==> src/rtl/arm_pkg.sv <==
// Shared widths, types and timing-constant helpers for the arm servo PWM driver.
package arm_pkg;

  localparam int AXIS_W = 10;
  localparam int unsigned POS_MAX = (1 << AXIS_W) - 1;
  localparam int unsigned DEFAULT_CLK_FREQ = 50_000_000;

  typedef logic [AXIS_W-1:0] coord_t;

  function automatic int unsigned frameClks(input int unsigned clkFreq, input int unsigned pwmFreq);
    return clkFreq / pwmFreq;
  endfunction

  function automatic int unsigned pulseClks(input int unsigned clkFreq, input int unsigned pulseUs);
    return (clkFreq / 1_000_000) * pulseUs;
  endfunction

  // Clocks per position step; the top checks maxClks >= minClks before using it.
  function automatic int unsigned stepClks(input int unsigned minClks, input int unsigned maxClks);
    return (maxClks - minClks) / POS_MAX;
  endfunction

endpackage

==> src/rtl/arm_axis_slew.sv <==
// One servo axis: slew-limited position register, pulse threshold and registered PWM compare.
module arm_axis_slew
  import arm_pkg::*;
#(
  parameter int unsigned MAX_STEP  = 8,
  parameter int unsigned HOME_POS  = 512,
  parameter int unsigned MIN_CLKS  = 50_000,
  parameter int unsigned STEP_CLKS = 48
) (
  input  logic        clk,
  input  logic        rst,
  input  logic        i_wrap,
  input  logic        i_enable,
  input  logic [31:0] i_frameCnt,
  input  coord_t      i_target,
  output logic        o_pwm,
  output logic        o_atTarget
);

  localparam coord_t             HOME_C = HOME_POS[AXIS_W-1:0];
  localparam logic [AXIS_W:0]    STEP_C = MAX_STEP[AXIS_W:0];

  coord_t                r_pos;
  logic                  r_pwm;
  logic                  r_atTarget;
  logic signed [AXIS_W:0] w_diff;
  logic [AXIS_W:0]       w_absDiff;
  coord_t                w_nextPos;
  logic [31:0]           w_thresh;

  // Both operands are 0..1023, so an 11-bit signed difference cannot overflow.
  always_comb begin
    w_diff    = $signed({1'b0, i_target}) - $signed({1'b0, r_pos});
    w_absDiff = w_diff[AXIS_W] ? $unsigned(-w_diff) : $unsigned(w_diff);
    w_nextPos = i_target;
    if (w_absDiff > STEP_C) begin
      if (w_diff[AXIS_W]) begin
        w_nextPos = r_pos - STEP_C[AXIS_W-1:0];
      end else begin
        w_nextPos = r_pos + STEP_C[AXIS_W-1:0];
      end
    end
  end

  assign w_thresh = MIN_CLKS + {{(32-AXIS_W){1'b0}}, r_pos} * STEP_CLKS;

  always_ff @(posedge clk) begin
    if (rst) begin
      r_pos      <= HOME_C;
      r_atTarget <= 1'b0;
      r_pwm      <= 1'b0;
    end else begin
      if (i_wrap) begin
        r_pos      <= w_nextPos;
        r_atTarget <= (w_nextPos == i_target);
      end
      r_pwm <= i_enable & (i_frameCnt < w_thresh);
    end
  end

  assign o_pwm      = r_pwm;
  assign o_atTarget = r_atTarget;

endmodule

==> src/rtl/arm_servo_pwm_driver.sv <==
// Three-axis hobby-servo driver: shared frame timing, per-axis slew and PWM, in-position status.
module arm_servo_pwm_driver
  import arm_pkg::*;
#(
  parameter int unsigned CLK_FREQ     = DEFAULT_CLK_FREQ,
  parameter int unsigned PWM_FREQ     = 50,
  parameter int unsigned MIN_PULSE_US = 1000,
  parameter int unsigned MAX_PULSE_US = 2000,
  parameter int unsigned MAX_STEP     = 8,
  parameter int unsigned HOME_POS     = 512
) (
  input  logic   clk,
  input  logic   rst,
  input  logic   enable,
  input  coord_t x_in,
  input  coord_t y_in,
  input  coord_t z_in,
  output logic   pwm_x,
  output logic   pwm_y,
  output logic   pwm_z,
  output logic   frame_tick,
  output logic   in_position
);

  localparam int unsigned FRAME_CLKS = frameClks(CLK_FREQ, PWM_FREQ);
  localparam int unsigned MIN_CLKS   = pulseClks(CLK_FREQ, MIN_PULSE_US);
  localparam int unsigned MAX_CLKS   = pulseClks(CLK_FREQ, MAX_PULSE_US);
  localparam int unsigned STEP_CLKS  = stepClks(MIN_CLKS, MAX_CLKS);

  if ((MAX_CLKS < MIN_CLKS) || (MIN_CLKS + POS_MAX * STEP_CLKS >= FRAME_CLKS) ||
      (MAX_STEP < 1) || (MAX_STEP > POS_MAX) || (HOME_POS > POS_MAX)) begin : g_badParams
    $error("arm_servo_pwm_driver: longest pulse does not fit in a frame, or MAX_STEP/HOME_POS out of range");
  end

  logic [31:0] r_frameCnt;
  logic        r_frameTick;
  logic        w_wrap;
  coord_t      w_target [3];
  logic [2:0]  w_pwm;
  logic [2:0]  w_atTarget;

  assign w_wrap = (r_frameCnt == FRAME_CLKS - 1);

  always_ff @(posedge clk) begin
    if (rst) begin
      r_frameCnt  <= '0;
      r_frameTick <= 1'b0;
    end else begin
      r_frameCnt  <= w_wrap ? '0 : r_frameCnt + 32'd1;
      r_frameTick <= w_wrap;
    end
  end

  assign w_target[0] = x_in;
  assign w_target[1] = y_in;
  assign w_target[2] = z_in;

  for (genvar a = 0; a < 3; a++) begin : g_axis
    arm_axis_slew #(
      .MAX_STEP  (MAX_STEP),
      .HOME_POS  (HOME_POS),
      .MIN_CLKS  (MIN_CLKS),
      .STEP_CLKS (STEP_CLKS)
    ) u_axis (
      .clk        (clk),
      .rst        (rst),
      .i_wrap     (w_wrap),
      .i_enable   (enable),
      .i_frameCnt (r_frameCnt),
      .i_target   (w_target[a]),
      .o_pwm      (w_pwm[a]),
      .o_atTarget (w_atTarget[a])
    );
  end

  assign pwm_x       = w_pwm[0];
  assign pwm_y       = w_pwm[1];
  assign pwm_z       = w_pwm[2];
  assign frame_tick  = r_frameTick;
  assign in_position = &w_atTarget;

endmodule
==> config.mk <==
export PLATFORM = sky130hd
export DESIGN_NAME = arm_servo_pwm_driver
export DESIGN_NICKNAME = d
export VERILOG_FILES = /design/src/rtl/arm_pkg.sv /design/src/rtl/arm_axis_slew.sv /design/src/rtl/arm_servo_pwm_driver.sv
export SDC_FILE = /design/constraint.sdc
export NUM_CORES = 1
export LEC_CHECK = 0
export ABC_AREA = 1
export CAP_MARGIN = 20
export CORE_UTILIZATION = 50
export CTS_BUF_LIST = sky130_fd_sc_hd__clkbuf_8
export CTS_CLUSTER_DIAMETER = 80
export DETAILED_ROUTE_END_ITERATION = 8
export GPL_TIMING_DRIVEN = 0
export HOLD_SLACK_MARGIN = 0.05
export PLACE_DENSITY = 0.79
export SLEW_MARGIN = 10
export SYNTH_ARGS = -nofsm -noshare
export SYNTH_HDL_FRONTEND = slang
export SYNTH_HIERARCHICAL = 1
export SYNTH_SLANG_ARGS = --single-unit
==> constraint.sdc <==
create_clock -name clk -period 7.84 [get_ports clk]
set_clock_uncertainty 0.2 [all_clocks]
set_input_delay 2.352 -clock clk [delete_from_list [all_inputs] [get_ports clk]]
set_output_delay 2.352 -clock clk [all_outputs]
set_load 0.05 [all_outputs]
# == Word level (Yosys, flattened, before mapping) ==
# Index checks and enable logic that the tools add are counted.
# Widths: inputs -> output; s select.
# totals
regBits,69
input_bits,33
output_inout_bits,5
wordCells,54
# op_classes
addsub,16
mul,3
magnitude_cmp,6
n_eq_ne,4
mux,9
bitwise,3
reduce_logical,2
# op_table
operator,n
$lt 32x32->1,3
$mux 10,6
$add 16x16->17 const A,3
$mul 10x2->12 const B,3
$gt 11x4->1 const B,3
$mux 11,3
$neg 11->11,3
$sub 10x10->11,3
$add 32x1->32 const B,1
$eq 32x20->1 const B,1
$add 10x4->10 const B,3
$eq 10x10->1,3
$sub 10x4->10 const B,3
$and 1x1->1,3
$reduce_and 3->1,1
$reduce_or 2->1,1

# == Longest topological paths before layout ==
# logic_depth
depth_word,6
depth_mapped,25
ltp_nobuf,24

# == By module ==
# Netlist, hierarchy kept.
# modules_own_cells
mod,n_inst,cells_per_inst,area_per_inst_um2,seq_area_each_um2
arm_axis_slew at g_axis[0].u_axis ...,2,455,2762.6,240.2
arm_axis_slew at g_axis[1].u_axis,1,455,2768.9,240.2
arm_servo_pwm_driver,1,323,1945.6,660.6

# == Worst setup path before layout ==
# OpenSTA, ideal clock, no wires.
# synth_path
kind,input to register
start,input port y_in[0]
end,register g_axis[1].u_axis.r_atTarget
setup_time_ns,0.067
t_arrival_ns,5.085
t_required_ns,7.573
path_slack_ns,2.488
cell_stages,21
path_buffers,1
cell_sequence,inv_1 ha_1 inv_1 fa_1 inv_1 nor2_2 nor2_4 buf_6 ha_1 a21o_1 a31oi_1 inv_1 a21oi_1 o21ai_0 xnor2_1 inv_1 nand3_1 nand4_1 nor2_1 nand2_1 a21oi_2
# synth_between
elab_chain_cells,6
elab_cells_between_ends,7
classes_between,add/sub: 2; order compare: 1; eq/ne: 1; mux: 3
# synth_rtl
element,line,rtl
from (decl),arm_servo_pwm_driver.sv:16,"input coord_t y_in,"
$sub 10x10->11,arm_axis_slew.sv:33,"w_diff = $signed({1'b0, i_target}) - $signed({1'b0, r_pos});"
$neg 11->11,arm_axis_slew.sv:34,w_absDiff = w_diff[AXIS_W] ? $unsigned(-w_diff) : $unsigned(w_diff);
$mux 11,arm_axis_slew.sv:34,
$gt 11x4->1,arm_axis_slew.sv:36,if (w_absDiff > STEP_C) begin
$mux 10,arm_axis_slew.sv:36,
$eq 10x10->1 (*),arm_axis_slew.sv:55,r_atTarget <= (w_nextPos == i_target);
to (signal assigned),arm_axis_slew.sv:55,
to (decl),arm_axis_slew.sv:25,logic r_atTarget;
# Mark *: on every way between the ends. The rest lies on a longest branch, timed or not.
# A chain may end at the register's enable or synchronous reset.

# == Final worst setup path ==
# layout_path
start,input port x_in[0]
end,register g_axis[0].u_axis.r_atTarget
# layout_between
elab_chain_cells,6
elab_cells_between_ends,7
classes_between,add/sub: 2; order compare: 1; eq/ne: 1; mux: 3
# layout_rtl
element,line,rtl
from (decl),arm_servo_pwm_driver.sv:15,"input coord_t x_in,"
$sub 10x10->11,arm_axis_slew.sv:33,
$neg 11->11,arm_axis_slew.sv:34,
$mux 11,arm_axis_slew.sv:34,
$gt 11x4->1,arm_axis_slew.sv:36,
$mux 10,arm_axis_slew.sv:36,
$eq 10x10->1 (*),arm_axis_slew.sv:55,
to (signal assigned),arm_axis_slew.sv:55,
to (decl),arm_axis_slew.sv:25,
# Marked as above.

==> results.json <==
{
  "post_drt_wl_per_cell_um": 12.2,
  "cp.depth": 21,
  "grt_max_degree": 15,
  "path_buf_inv": 6,
  "path_clk_slew_ps": 90,
  "nNetsFinal": 1896,
  "final_core_util_pct": 56.2,
  "ys_seq_area_share_pct": 13.5,
  "grt_pass1_vias": 9409,
  "synth-seq-cells": 69,
  "grt.overflow.total": 0,
  "ctsHoldBuffers": 0,
  "yosys_warnings": 6,
  "vias": 10400,
  "placed_area_sq_mm": 0.0109,
  "hold_viol": 0,
  "status": "finished, final reports clean",
  "numPortBuffers": 37,
  "crit_family": "buffers and inverters",
  "cts_tree": "built",
  "hp-class": "reg2reg",
  "path_cells": "clkdlybuf4s50_1, inv_1, ha_1, inv_1, fa_1, inv_1, nor2_2, nor2_4, buf_6, ha_1, a21o_1, a31oi_1, inv_1, a21oi_1, o21ai_0, xnor2_1, nand3b_1, nand4_1, nor2_1, nand2_1, a21oi_2",
  "place.gp.congestion": 0.918,
  "clkLatencyLatePin_ps": 390,
  "tightest_slew_ps": 652,
  "setup_ws_ps": 1660,
  "initial_utilization_pct": 51.8,
  "post_cts_buffers": 0,
  "crit_top_cell": "inv_1",
  "crit_path_end_kind": "register",
  "yosys.cell_types.count": 39,
  "syn2layout_area_growth_pct": 8.63,
  "final_max_slew_viol_count": 0,
  "r2r-end": "g_axis[0].u_axis/o_atTarget",
  "crit_type": "in2reg",
  "antenna_cells": 0,
  "p_leak_uw": 0.00599,
  "numCtsBuffers": 9,
  "htreeDepth": 3,
  "routed_via_density": 5.20,
  "dp_slack_ps": 1390,
  "rows": 51,
  "core_sq_mm": 0.0198,
  "io_pins": 38,
  "grt_first_pass_wirelength_mm": 42.0,
  "syn_inst": 1688,
  "routed_wl_mm": 24.4,
  "rsz0062_at_grt": "false",
  "drive_gt1_share_pct": 7.87,
  "vdd_drop_max_v": 0.0000730,
  "startpoint_type": "input port",
  "dieArea_sq_mm": 0.0211,
  "crit_start": "x_in[0]",
  "die-height_um": 145,
  "drtIter0Drc": 595,
  "cts_resized": 0,
  "relSlewSlack_pct": 56.4,
  "critical_path.max_fanout": 14,
  "slowest_delay_ps": 460,
  "ant_nets": 0,
  "period_share_pct": 78.8,
  "finalCriticalPeriod_ps": 6180,
  "grt_usage_pct": 23.5,
  "worstPathRequired_ps": 7960,
  "drt_first_pass_iters": 5,
  "cts.path.max_buffers": 2,
  "syn_avg_cell_area_sq_um": 6.07,
  "post-dp-hpwl_mm": 19.8,
  "cts_sinks": 69,
  "max-cap-violations": 0,
  "die_x_um": 145,
  "power.density_mw_per_mm2": 81.3,
  "crit_path_top_delay_cell": "clkdlybuf4s50_1",
  "antenna_found_initial": 0,
  "cp.arrival_ps": 6300,
  "drc": 0,
  "setup_tns_ps": 0,
  "r2r-start": "g_axis[0].u_axis/r_pos[0]",
  "final_area_sq_mm": 0.0111,
  "syn_nets": 1848,
  "cp-endpoint": "g_axis[0].u_axis/o_atTarget",
  "reg2regPathDepth": 19,
  "synth_area_sq_mm": 0.0102,
  "finalSetupViolCount": 0,
  "rrSetupSlack_ps": 3690,
  "fmax_ghz": 0.162,
  "cts_root_buffer": "clkbuf_8"
}
[worst reg2reg max path: cells and delay by family (launching register included)]
family	cells	cell delay (ps)
AO/OA/AOI/OAI	5	820
XOR/XNOR	1	290
adder cells (fa/ha/maj)	3	970
buffers and inverters	4	520
flip-flops	1	510
AND/OR/NAND/NOR	6	780
[final cells by class]
cell class	instances	area, sq um
Buffer	24	196
Clock buffer	9	124
Clock inverter	7	57.6
Fill cell	1987	8660
Inverter	285	1070
Multi-Input combinational cell	1310	7590
Sequential cell	69	1380
Tap cell	265	332
Timing Repair Buffer	37	370
[sequential cells by signal, indices dropped and copies added (netlist names)]
| signal | count |
|---|---|
| frame_tick | 1 |
| g_axis.u_axis/o_atTarget | 3 |
| g_axis.u_axis/o_pwm | 3 |
| g_axis.u_axis/r_pos | 30 |
| r_frameCnt | 32 |
[Yosys cell counts (all sizes together)]
| library cell | number | area share (%) |
|---|---|---|
| a31oi | 6 | 0.37 |
| mux2i | 1 | 0.098 |
| o21ai | 84 | 4.1 |
| clkbuf | 9 | 0.33 |
| o21bai | 13 | 0.99 |
| inv | 280 | 10 |
| and3 | 1 | 0.061 |
| xnor2 | 30 | 2.6 |
| o221ai | 3 | 0.26 |
| buf | 15 | 1.6 |
| and2 | 1 | 0.061 |
| nand3b | 18 | 1.3 |
| nand2 | 472 | 18 |
| or2 | 9 | 0.55 |
| a21o | 15 | 1.1 |
| nor3 | 6 | 0.29 |
| nor4 | 6 | 0.37 |
| nand3 | 158 | 8.4 |
| nor2 | 172 | 7.5 |
| ha | 118 | 14 |
| dfxtp | 69 | 13 |
| nor3b | 3 | 0.22 |
| fa | 9 | 1.8 |
| a21oi | 96 | 4.8 |
| clkinv | 5 | 0.18 |
| xor2 | 53 | 4.5 |
| o211ai | 3 | 0.22 |
| o21ba | 3 | 0.29 |
| nand4 | 27 | 1.6 |
| or4 | 3 | 0.22 |
[routing by layer]
metal	part of all wire, %	GRT usage [%]	up-vias
li1	-	-	5516
met1	48	31.0	4686
met2	46	39.8	209
met3	4.1	2.99	30
met4	1.5	6.79	0
met5	0	0	-
[logic make-up (layout without fill, tap and decap cells)]
group                    after synthesis  count (layout)  synth area share, %
AND/OR/NAND/NOR                      876             876                 38.6
buffers and inverters                309             362                 12.4
AO/OA/AOI/OAI                        223             223                 12.1
adder cells (fa/ha/maj)              127             127                 16.2
XOR/XNOR                              83              83                 7.10
flip-flops                            69              69                 13.5
multiplexers                           1               1               0.0978
[power breakdown]
group	total, uW	switching, uW	internal, uW	leakage [uW]
Combinational	264	162	102	0.00535
Sequential	353	1.24	352	0.000557
Clock	287	169	118	0.0000829
[worst min path at each step]
stage | from | endpoint | slack, ps | cells after the start
after floorplan | r_frameCnt[0] | r_frameCnt[0] | 220 | 1
after global placement | r_frameCnt[0] | r_frameCnt[0] | 230 | 1
after detailed placement | r_frameCnt[0] | r_frameCnt[0] | 240 | 1
after CTS | r_frameCnt[0] | r_frameCnt[0] | 260 | 1
after global routing | r_frameCnt[0] | r_frameCnt[0] | 280 | 1
final | r_frameCnt[0] | r_frameCnt[0] | 260 | 1
[placed cells by master (no fill, tap or decap), types with 37 or more instances in the layout]
master	count
a21oi_1	93
clkdlybuf4s50_1	37
dfxtp_1	69
ha_1	118
inv_1	264
nand2_1	443
nand3_1	145
nor2_1	140
o21ai_0	78
xor2_1	53
[metrics by stage]
stage               total power [uW]  cells  hold slack, ps
floorplan                        556   1688             217
global placement                 617   1990             231
detailed placement               622   1990             243
CTS                              912   2006             261
global route                     963   2006             279
finish                           905   2006             258
(Power assumes the default switching activity.)
